<file path="src/rtl/ips2l_pcie_dma_mwr_req_arb.sv">
// rtl/ips2l_pcie_dma_mwr_req_arb.sv - round-robin MWr request arbiter/sequencer for the DMA TX controller
module ips2l_pcie_dma_mwr_req_arb #(
  parameter int CH_NUM      = 4,
  parameter int ACK_TIMEOUT = 1024
) (
  input  logic                 clk,
  input  logic                 rst_n,
  input  logic                 i_arb_en,
  input  logic [CH_NUM-1:0]    i_ch_req,
  input  logic [CH_NUM-1:0]    i_ch_is64,
  input  logic [CH_NUM-1:0]    i_ch_udf,
  input  logic [CH_NUM*10-1:0] i_ch_length,
  input  logic [CH_NUM*64-1:0] i_ch_addr,
  input  logic [CH_NUM*32-1:0] i_ch_data,
  output logic [CH_NUM-1:0]    o_ch_gnt,
  output logic [CH_NUM-1:0]    o_ch_done,
  output logic [CH_NUM-1:0]    o_ch_err,
  output logic                 o_mwr32_req,
  input  logic                 i_mwr32_req_ack,
  output logic                 o_mwr64_req,
  input  logic                 i_mwr64_req_ack,
  output logic [9:0]           o_req_length,
  output logic [63:0]          o_req_addr,
  output logic [31:0]          o_req_data,
  output logic                 o_user_define_data_flag,
  input  logic                 i_mwr_tx_busy
);

  localparam int IW = $clog2(CH_NUM);
  localparam int CW = $clog2(ACK_TIMEOUT);

  typedef enum logic [2:0] {IDLE, CHECK, REQ, WAIT_TX, RELEASE} state_t;

  state_t          state, state_nxt;
  logic [IW-1:0]   ptr, gnt_idx, win_idx, sel_idx;
  logic [IW:0]     sum;
  logic            win_vld, grant, fail, fail_set, req_is64, ack_hit, req_on;
  logic [CW-1:0]   cnt;

  // Scan from the highest offset down so the nearest requester at/after ptr wins.
  always_comb begin
    win_vld = 1'b0;
    win_idx = '0;
    sum     = '0;
    sel_idx = '0;
    for (int i = CH_NUM - 1; i >= 0; i--) begin
      sum = {1'b0, ptr} + (IW+1)'(i);
      if (sum >= (IW+1)'(CH_NUM))
        sum = sum - (IW+1)'(CH_NUM);
      sel_idx = sum[IW-1:0];
      if (i_ch_req[sel_idx]) begin
        win_vld = 1'b1;
        win_idx = sel_idx;
      end
    end
  end

  assign ack_hit = req_is64 ? i_mwr64_req_ack : i_mwr32_req_ack;

  always_ff @(posedge clk or negedge rst_n) begin
    if (!rst_n)
      state <= IDLE;
    else
      state <= state_nxt;
  end

  always_comb begin
    state_nxt = state;
    grant     = 1'b0;
    fail_set  = 1'b0;
    case (state)
      IDLE: begin
        if (i_arb_en && win_vld && !i_mwr_tx_busy && !i_mwr32_req_ack && !i_mwr64_req_ack) begin
          grant     = 1'b1;
          state_nxt = CHECK;
        end
      end
      CHECK: begin
        // A zero-length non-udf write would hang the TX controller.
        if (o_req_length == 10'd0 && !o_user_define_data_flag) begin
          fail_set  = 1'b1;
          state_nxt = RELEASE;
        end else begin
          state_nxt = REQ;
        end
      end
      REQ: begin
        if (ack_hit) begin
          state_nxt = WAIT_TX;
        end else if (cnt == CW'(ACK_TIMEOUT - 1)) begin
          fail_set  = 1'b1;
          state_nxt = RELEASE;
        end
      end
      WAIT_TX: begin
        if (!i_mwr_tx_busy && !i_mwr32_req_ack && !i_mwr64_req_ack)
          state_nxt = RELEASE;
      end
      RELEASE: state_nxt = IDLE;
      default: state_nxt = IDLE;
    endcase
  end

  assign req_on = (state == REQ) && (state_nxt == REQ);

  always_ff @(posedge clk or negedge rst_n) begin
    if (!rst_n) begin
      o_ch_gnt                <= '0;
      o_ch_done               <= '0;
      o_ch_err                <= '0;
      o_mwr32_req             <= 1'b0;
      o_mwr64_req             <= 1'b0;
      o_req_length            <= '0;
      o_req_addr              <= '0;
      o_req_data              <= '0;
      o_user_define_data_flag <= 1'b0;
      req_is64                <= 1'b0;
      gnt_idx                 <= '0;
      ptr                     <= '0;
      cnt                     <= '0;
      fail                    <= 1'b0;
    end else begin
      o_ch_done   <= '0;
      o_ch_err    <= '0;
      o_mwr32_req <= req_on && !req_is64;
      o_mwr64_req <= req_on && req_is64;
      if (grant) begin
        o_req_length            <= i_ch_length[10*win_idx +: 10];
        o_req_addr              <= i_ch_addr[64*win_idx +: 64];
        o_req_data              <= i_ch_data[32*win_idx +: 32];
        o_user_define_data_flag <= i_ch_udf[win_idx];
        req_is64                <= i_ch_is64[win_idx];
        gnt_idx                 <= win_idx;
        o_ch_gnt                <= {{(CH_NUM-1){1'b0}}, 1'b1} << win_idx;
        fail                    <= 1'b0;
      end
      if (fail_set)
        fail <= 1'b1;
      if (state == REQ)
        cnt <= cnt + CW'(1);
      // The grant vector doubles as the completion/error pulse vector.
      if (state == RELEASE) begin
        o_ch_gnt <= '0;
        if (fail)
          o_ch_err <= o_ch_gnt;
        else
          o_ch_done <= o_ch_gnt;
        ptr <= (gnt_idx == IW'(CH_NUM - 1)) ? '0 : gnt_idx + IW'(1);
        cnt <= '0;
      end
    end
  end

endmodule

</file>
<file path="config.mk">
export PLATFORM = sky130hd
export DESIGN_NAME = ips2l_pcie_dma_mwr_req_arb
export DESIGN_NICKNAME = d
export VERILOG_FILES = /design/src/rtl/ips2l_pcie_dma_mwr_req_arb.sv
export SDC_FILE = /design/constraint.sdc
export NUM_CORES = 1
export LEC_CHECK = 0
export BUFFER_PORTS_ARGS = -buffer_cell sky130_fd_sc_hd__buf_4
export CORE_AREA = 3 3 217 219
export CTS_BUF_LIST = sky130_fd_sc_hd__clkbuf_2
export DETAILED_ROUTE_END_ITERATION = 7
export DIE_AREA = 0 0 220 222
export SLEW_MARGIN = 20
export SYNTH_ARGS = -nofsm -noshare
export SYNTH_HDL_FRONTEND = slang
export SYNTH_SLANG_ARGS = --single-unit
</file>
<file path="constraint.sdc">
create_clock -name clk -period 1.9 [get_ports clk]
set_clock_uncertainty 0.05 [all_clocks]
set_input_delay 0.095 -clock clk [delete_from_list [all_inputs] [get_ports clk]]
set_output_delay 0.095 -clock clk [all_outputs]
set_load 0.02 [all_outputs]
</file>
==> impl_metrics.xml, run 1 <==
<?xml version="1.0" encoding="UTF-8"?>
<metrics>
  <group name="status">
    <metric name="stop_stage" unit="">clock tree synthesis</metric>
    <metric name="run_status" unit="">stopped before the end</metric>
    <metric name="first-error" unit="">[ERROR RSZ-0060] Max buffer count reached.</metric>
  </group>
  <group name="clock_network">
    <metric name="cts_root_buf" unit="">sky130_fd_sc_hd__clkbuf_2</metric>
    <metric name="cts.sinks" unit="">140</metric>
    <metric name="total_number_of_h_tree_levels" unit="">4</metric>
    <metric name="cts_hold_buffers" unit="">437</metric>
    <metric name="cts-buffers-inserted" unit="">17</metric>
    <metric name="cts_resized" unit="">390</metric>
    <metric name="clockBufferDepth" unit="">2</metric>
    <metric name="post_cts_setup_driven_buffer_insertion_count" unit="">75</metric>
  </group>
  <group name="synth">
    <metric name="synth_enable_flop_cells" unit="">0</metric>
    <metric name="yosysWarningCount" unit="">0</metric>
    <metric name="synth-async-reset-ratio" unit="">1.00</metric>
    <metric name="synthesis.area" unit="um^2">7920</metric>
    <metric name="mappedNetlistNets" unit="">1352</metric>
    <metric name="synth_seq_area_share" unit="">0.442</metric>
    <metric name="dominantRegCellSynth" unit="">sky130_fd_sc_hd__dfrtp_1</metric>
    <metric name="flip_flop_and_latch_count_after_synthesis" unit="">140</metric>
    <metric name="post_syn_instances" unit="">908</metric>
    <metric name="synth_area_per_cell" unit="um^2">8.73</metric>
    <metric name="synth.lib_cells_used.distinct" unit="">45</metric>
  </group>
  <group name="placed_design">
    <metric name="placement.io_buffers" unit="">562</metric>
    <metric name="dp.final_hpwl" unit="um">33200</metric>
    <metric name="place.gp.congestion" unit="">0.897</metric>
  </group>
  <group name="die">
    <metric name="floorplan.initialDensity" unit="">0.175</metric>
    <metric name="fp-row-count" unit="">78</metric>
    <metric name="die-width" unit="um">220</metric>
    <metric name="die_height" unit="um">222</metric>
    <metric name="ioPinCount" unit="">563</metric>
  </group>
</metrics>
-- synthesized netlist by cell type, drive strengths merged, types with 4 or more instances --
library cell,instances,share of area
nor2,122,0.058
inv,4,0.0019
buf,71,0.055
o21ai,10,0.0063
or3,4,0.0038
a21oi,6,0.0038
and3,6,0.0047
nand3,225,0.14
a31oi,108,0.085
nand2,23,0.011
nor3,4,0.0025
xor2,5,0.0055
a221oi,109,0.12
dfrtp,140,0.44
clkbuf,31,0.015
and2,5,0.0039
-- through the flow --
step / util / std cells / hold WS, ns / cell area [um^2] / worst slack [ns]
floorplan: - / 908 / -0.251 / 7920 / 0.107
global placement: 0.292 / 2034 / 0.00395 / 13200 / -0.309
detailed placement: 0.292 / 2034 / 0.00766 / 13200 / -0.281
-- kinds of logic after synthesis --
kind of cell,synth area share
AOI/OAI and AO/OA,0.233
buffers and inverters,0.0718
DFF,0.442
muxes,0.00395
adders and majority gates,0.00316
xor gates and xnor gates,0.00663
and+or+nand+nor,0.240
==> inputs of run 2 (changes only) <==
CTS_BUF_LIST = default   (was sky130_fd_sc_hd__clkbuf_2)
PLACE_DENSITY_LB_ADDON = 0.15   (was default)
==> run 2 against run 1 <==
The flow now finishes, with violations (negative setup slack). Area after synthesis did not move. Synthesized cell count unchanged.
==> impl_metrics.xml, run 2 <==
<?xml version="1.0" encoding="UTF-8"?>
<metrics>
  <group name="status">
    <metric name="run_status" unit="">finished, violations left</metric>
    <metric name="failed_checks" unit="">negative setup slack</metric>
  </group>
  <group name="placed_design">
    <metric name="placement.io_buffers" unit="">562</metric>
    <metric name="place.gp.congestion" unit="">0.810</metric>
    <metric name="dp.final_hpwl" unit="um">35600</metric>
    <metric name="dp_worst_setup_slack" unit="ns">-0.150</metric>
    <metric name="placed_cells" unit="">2084</metric>
  </group>
  <group name="clock_network">
    <metric name="clockBufferDepth" unit="">2</metric>
    <metric name="cts_root_buf" unit="">sky130_fd_sc_hd__clkbuf_16</metric>
    <metric name="cts.sinks" unit="">140</metric>
    <metric name="clock_slew_seen_by_the_registers_of_the_worst_setup_and_hold_paths" unit="ns">0.07</metric>
    <metric name="cts_tree" unit="">yes</metric>
    <metric name="clock_latency_of_the_later_clocked_register_in_the_worst_skew_pair" unit="ns">0.43</metric>
    <metric name="total_number_of_h_tree_levels" unit="">4</metric>
    <metric name="cts-buffers-inserted" unit="">17</metric>
  </group>
  <group name="synth">
    <metric name="synth.top_cells.by_area" unit="">sky130_fd_sc_hd__dfrtp_1 44%, sky130_fd_sc_hd__nand3_1 14%, sky130_fd_sc_hd__a221oi_1 12%</metric>
    <metric name="dominantRegCellSynth" unit="">sky130_fd_sc_hd__dfrtp_1</metric>
    <metric name="synth_top_area_share" unit="">0.442</metric>
    <metric name="post_syn_instances" unit="">908</metric>
    <metric name="yosysWarningCount" unit="">0</metric>
    <metric name="synth-async-reset-ratio" unit="">1.00</metric>
    <metric name="synthMostInstantiatedCell" unit="">sky130_fd_sc_hd__nand3_1</metric>
    <metric name="flip_flop_and_latch_count_after_synthesis" unit="">140</metric>
    <metric name="synth_seq_area_share" unit="">0.442</metric>
    <metric name="synth_enable_flop_cells" unit="">0</metric>
    <metric name="post-synth-top-area-cell" unit="">sky130_fd_sc_hd__dfrtp_1</metric>
    <metric name="synthesis.area" unit="um^2">7920</metric>
    <metric name="synth.lib_cells_used.distinct" unit="">45</metric>
    <metric name="synth_common_cells" unit="">225 x sky130_fd_sc_hd__nand3_1, 140 x sky130_fd_sc_hd__dfrtp_1, 122 x sky130_fd_sc_hd__nor2_1, 109 x sky130_fd_sc_hd__a221oi_1, 108 x sky130_fd_sc_hd__a31oi_1</metric>
    <metric name="synth_area_per_cell" unit="um^2">8.73</metric>
    <metric name="mappedNetlistNets" unit="">1352</metric>
  </group>
  <group name="global_routing">
    <metric name="grt_start_max_net_pins" unit="">47</metric>
    <metric name="track_usage" unit="">0.206</metric>
    <metric name="grt_overflow" unit="">0</metric>
    <metric name="antenna_found_initial" unit="">2</metric>
    <metric name="grt_first_pass_wirelength" unit="um">76700</metric>
    <metric name="number_of_global_route_vias_before_repair" unit="">13300</metric>
  </group>
  <group name="setup_path">
    <metric name="cp-end-kind" unit="">flip-flop</metric>
    <metric name="critPathMaxFanout" unit="">24</metric>
    <metric name="cp.required" unit="ns">2.16</metric>
    <metric name="worst-setup-path-type" unit="">reg2reg</metric>
    <metric name="crit_path_top_delay_cell" unit="">sky130_fd_sc_hd__dfrtp_2</metric>
    <metric name="crit_path_cell_trace" unit="">buf_6, nand3b_1, o21ai_1, a21bo_4, buf_12, a221oi_2, a31oi_1</metric>
    <metric name="worstPathArrival" unit="ns">2.24</metric>
    <metric name="startpoint_kind_of_the_worst_setup_timing_path" unit="">flip-flop</metric>
    <metric name="slowest_delay" unit="ns">0.45</metric>
  </group>
  <group name="detailed_routing">
    <metric name="wirelength_per_cell" unit="um">22.1</metric>
    <metric name="routed_wirelength" unit="um">57300</metric>
    <metric name="first_iter_violations" unit="">770</metric>
    <metric name="drc" unit="">0</metric>
    <metric name="vias_per_cell" unit="">4.84</metric>
    <metric name="wl_met2" unit="um">28600</metric>
    <metric name="final_antenna_net_count" unit="">0</metric>
    <metric name="routed_wl_met3" unit="um">4010</metric>
    <metric name="routed.top_layer" unit="">met4</metric>
    <metric name="routed-via-count" unit="">12500</metric>
    <metric name="firstDrtPassIters" unit="">5</metric>
    <metric name="wl_met1" unit="um">22300</metric>
  </group>
  <group name="timing">
    <metric name="transition_time_at_the_pin_with_the_least_slew_margin" unit="ns">0.459</metric>
    <metric name="layout_worst_path_cycle_share" unit="">1.04</metric>
    <metric name="setup_viol_count_final" unit="">44</metric>
    <metric name="final_period_minus_worst_setup_slack" unit="ns">1.98</metric>
    <metric name="setup_slack_after_layout" unit="ns">-0.0790</metric>
    <metric name="max-slew-margin-rel" unit="">0.694</metric>
    <metric name="finalHoldViolations" unit="">0</metric>
    <metric name="clock.fmax" unit="MHz">505</metric>
    <metric name="slew_violations" unit="">0</metric>
    <metric name="grt_setup_unrepaired" unit="">true</metric>
  </group>
  <group name="die">
    <metric name="floorplan.initialDensity" unit="">0.175</metric>
    <metric name="core_area" unit="um^2">45300</metric>
    <metric name="die-area" unit="um^2">48800</metric>
    <metric name="ioPinCount" unit="">563</metric>
    <metric name="die_height" unit="um">222</metric>
    <metric name="die-width" unit="um">220</metric>
    <metric name="fp-row-count" unit="">78</metric>
  </group>
  <group name="flow_run">
    <metric name="maxCapViolations" unit="">0</metric>
  </group>
  <group name="pwr">
    <metric name="netSwitchingFraction" unit="">0.427</metric>
    <metric name="comb_power_share" unit="">0.598</metric>
    <metric name="worst_case_vdd_ir_drop" unit="V">0.000558</metric>
    <metric name="cellInternalPower" unit="mW">13.0</metric>
    <metric name="power.net_switching" unit="mW">9.66</metric>
    <metric name="pwr-share-clk" unit="">0.168</metric>
    <metric name="power.static_leakage" unit="nW">9.12</metric>
    <metric name="p_per_area" unit="nW/um^2">1100</metric>
    <metric name="sequentialPowerShare" unit="">0.234</metric>
    <metric name="finalPower" unit="mW">22.6</metric>
  </group>
  <group name="finish">
    <metric name="max_reg_flops" unit="">64</metric>
    <metric name="layout-area-overhead-vs-synth" unit="%">158</metric>
    <metric name="mostFrequentLayoutCell" unit="">sky130_fd_sc_hd__buf_4</metric>
    <metric name="instances_no_fill" unit="">2590</metric>
    <metric name="layout_top_registers" unit="">o_req_addr x64, o_req_data x32</metric>
    <metric name="drive_gt1_frac" unit="">0.458</metric>
    <metric name="mostFrequentLayoutCells" unit="">639 x sky130_fd_sc_hd__buf_4, 421 x sky130_fd_sc_hd__dlygate4sd3_1, 179 x sky130_fd_sc_hd__nand3_1</metric>
    <metric name="top_reg_by_flops" unit="">o_req_addr</metric>
    <metric name="layout.nets" unit="">2419</metric>
  </group>
  <group name="min_path">
    <metric name="worst_hold_path_type" unit="">in2reg</metric>
  </group>
</metrics>
-- run 2: worst paths after layout --
| check | from | to | slack, ns | cells after the start |
|---|---|---|---|---|
| min reg2reg | gnt_idx[1] | gnt_idx[1] | 0.46 | 2 |
| min | i_ch_data[96] | o_req_data[0] | 0.04 | 4 |
| max in group asynchronous | rst_n | o_req_length[9] | 1.03 | 3 |
| min in group asynchronous | rst_n | o_req_data[23] | 0.12 | 2 |
| max | ptr[1] | o_req_addr[50] | -0.08 | 7 |
| max reg2reg | ptr[1] | o_req_addr[50] | -0.08 | 7 |
-- run 2: routing by layer --
layer  global-route usage  vias to the layer above
met4               0.0935                        0
met3               0.0511                      140
li1                     -                     5660
met2                0.365                      647
met5                    0                        -
met1                0.231                     6080
-- run 2: logic make-up (layout without fill, tap and decap cells) --
family,Yosys count,in the layout,share of synthesized area
AO/OA/AOI/OAI,248,248,0.233
XOR/XNOR,6,6,0.00663
adder cells (fa/ha/maj),2,2,0.00316
buffers and inverters,106,1186,0.0718
flip-flops,140,140,0.442
multiplexers,3,3,0.00395
other,0,2,0
AND/OR/NAND/NOR,403,403,0.240
-- run 2: metrics by stage --
stage               area [um^2]  hold slack (ns)   util  TNS (ns)
finish                    20500           0.0428  0.452     -1.27
global route              20500           0.0234  0.452     -7.15
CTS                       18900          0.00407  0.417    -0.545
detailed placement        13600           0.0162  0.301     -4.63
global placement          13600           0.0161  0.301     -2.49
floorplan                  7920           -0.251      -         0
-- run 2: worst max-delay path: cells and delay by family, from the launching register on --
family	cells	cell delay [ns]
simple gates	1	0.10
buf+inv	2	0.31
flops	1	0.45
compound gates	4	0.88
-- run 2: layout make-up --
class	instances	area, um^2
clock inverter	14	206
tap	600	751
sequential	140	3510
antenna	2	5.00
timing repair buffer	1150	10700
fill	4252	24800
inverter	4	15.0
clock buffer	18	439
multi-input combinational	662	4850
-- run 2: timing repair --
| action | CTS | global route |
|---|---|---|
| endpoints found under the hold margin | 250 | 2 |
| hold buffers | 417 | 4 |
| setup endpoints to repair | 83 | 111 |
| setup buffers | 8 | 19 |
| gates cloned | 7 | 19 |
| pin swaps | 14 | 81 |
| gates resized for setup | 43 | 172 |
-- run 2: power by group through the flow --
| stage | Sequential [mW] | Clock, mW | Combinational, mW |
|---|---|---|---|
| after floorplan | 6.63 | 0 | 3.42 |
| after global placement | 5.29 | 0 | 10.2 |
| after detailed placement | 5.31 | 0 | 10.2 |
| after CTS | 5.31 | 3.93 | 11.5 |
| after global routing | 5.47 | 4.05 | 14.3 |
| final | 5.29 | 3.80 | 13.5 |
Power figures use the tool's default switching activity.
==> inputs of run 3 (changes only) <==
PLACE_DENSITY = 0.52   (was default)
PLACE_DENSITY_LB_ADDON = default   (was 0.15)
clock period = 1.7 ns   (was 1.9 ns; I/O delays follow)
==> run 3 against run 2 <==
Synthesized cell count unchanged. The flow now stops in clock tree synthesis. Area after synthesis is the same.
==> impl_metrics.xml, run 3 <==
<?xml version="1.0" encoding="UTF-8"?>
<metrics>
  <group name="placed_design">
    <metric name="dp.final_hpwl" unit="um">34200</metric>
    <metric name="place.gp.congestion" unit="">0.869</metric>
    <metric name="dp_worst_setup_slack" unit="ns">-0.452</metric>
    <metric name="placed_area" unit="um^2">13400</metric>
    <metric name="placement.io_buffers" unit="">562</metric>
  </group>
  <group name="die">
    <metric name="die-width" unit="um">220</metric>
    <metric name="die_height" unit="um">222</metric>
    <metric name="floorplan.initialDensity" unit="">0.175</metric>
    <metric name="ioPinCount" unit="">563</metric>
    <metric name="fp-row-count" unit="">78</metric>
  </group>
  <group name="synth">
    <metric name="post_syn_instances" unit="">908</metric>
    <metric name="dominantRegCellSynth" unit="">sky130_fd_sc_hd__dfrtp_1</metric>
    <metric name="synth.lib_cells_used.distinct" unit="">45</metric>
    <metric name="flip_flop_and_latch_count_after_synthesis" unit="">140</metric>
    <metric name="synth.top_cells.by_area" unit="">sky130_fd_sc_hd__dfrtp_1 44%, sky130_fd_sc_hd__nand3_1 14%, sky130_fd_sc_hd__a221oi_1 12%</metric>
    <metric name="synth-async-reset-ratio" unit="">1.00</metric>
    <metric name="synth_enable_flop_cells" unit="">0</metric>
    <metric name="synthMostInstantiatedCell" unit="">sky130_fd_sc_hd__nand3_1</metric>
    <metric name="synth_area_per_cell" unit="um^2">8.73</metric>
    <metric name="synth_common_cells" unit="">225 x sky130_fd_sc_hd__nand3_1, 140 x sky130_fd_sc_hd__dfrtp_1, 122 x sky130_fd_sc_hd__nor2_1, 109 x sky130_fd_sc_hd__a221oi_1, 108 x sky130_fd_sc_hd__a31oi_1</metric>
    <metric name="synth_seq_area_share" unit="">0.442</metric>
    <metric name="synthesis.area" unit="um^2">7920</metric>
    <metric name="yosysWarningCount" unit="">0</metric>
    <metric name="mappedNetlistNets" unit="">1352</metric>
    <metric name="post-synth-top-area-cell" unit="">sky130_fd_sc_hd__dfrtp_1</metric>
    <metric name="synth_top_area_share" unit="">0.442</metric>
  </group>
  <group name="clock_network">
    <metric name="cts_hold_buffers" unit="">420</metric>
    <metric name="cts.sinks" unit="">140</metric>
    <metric name="cts_root_buf" unit="">sky130_fd_sc_hd__clkbuf_16</metric>
    <metric name="cts-buffers-inserted" unit="">17</metric>
    <metric name="cts_resized" unit="">43</metric>
    <metric name="post_cts_setup_driven_buffer_insertion_count" unit="">2</metric>
    <metric name="clockBufferDepth" unit="">2</metric>
    <metric name="total_number_of_h_tree_levels" unit="">4</metric>
  </group>
  <group name="status">
    <metric name="first-error" unit="">[ERROR RSZ-0060] Max buffer count reached.</metric>
    <metric name="stop_stage" unit="">clock tree synthesis</metric>
    <metric name="run_status" unit="">stopped before the end</metric>
  </group>
</metrics>
[run 3: cell counts after synthesis]
No cell type changed its count.
[run 3: per-stage QoR]
step,cells,util
detailed placement,2060,0.297
global placement,2060,0.297
floorplan,908,-
[run 3: logic make-up after synthesis]
kind of cell,synth area share
buf+inv,0.0718
fa+ha+maj,0.00316
mux,0.00395
simple gates,0.240
xor+xnor,0.00663
flops,0.442
compound gates,0.233
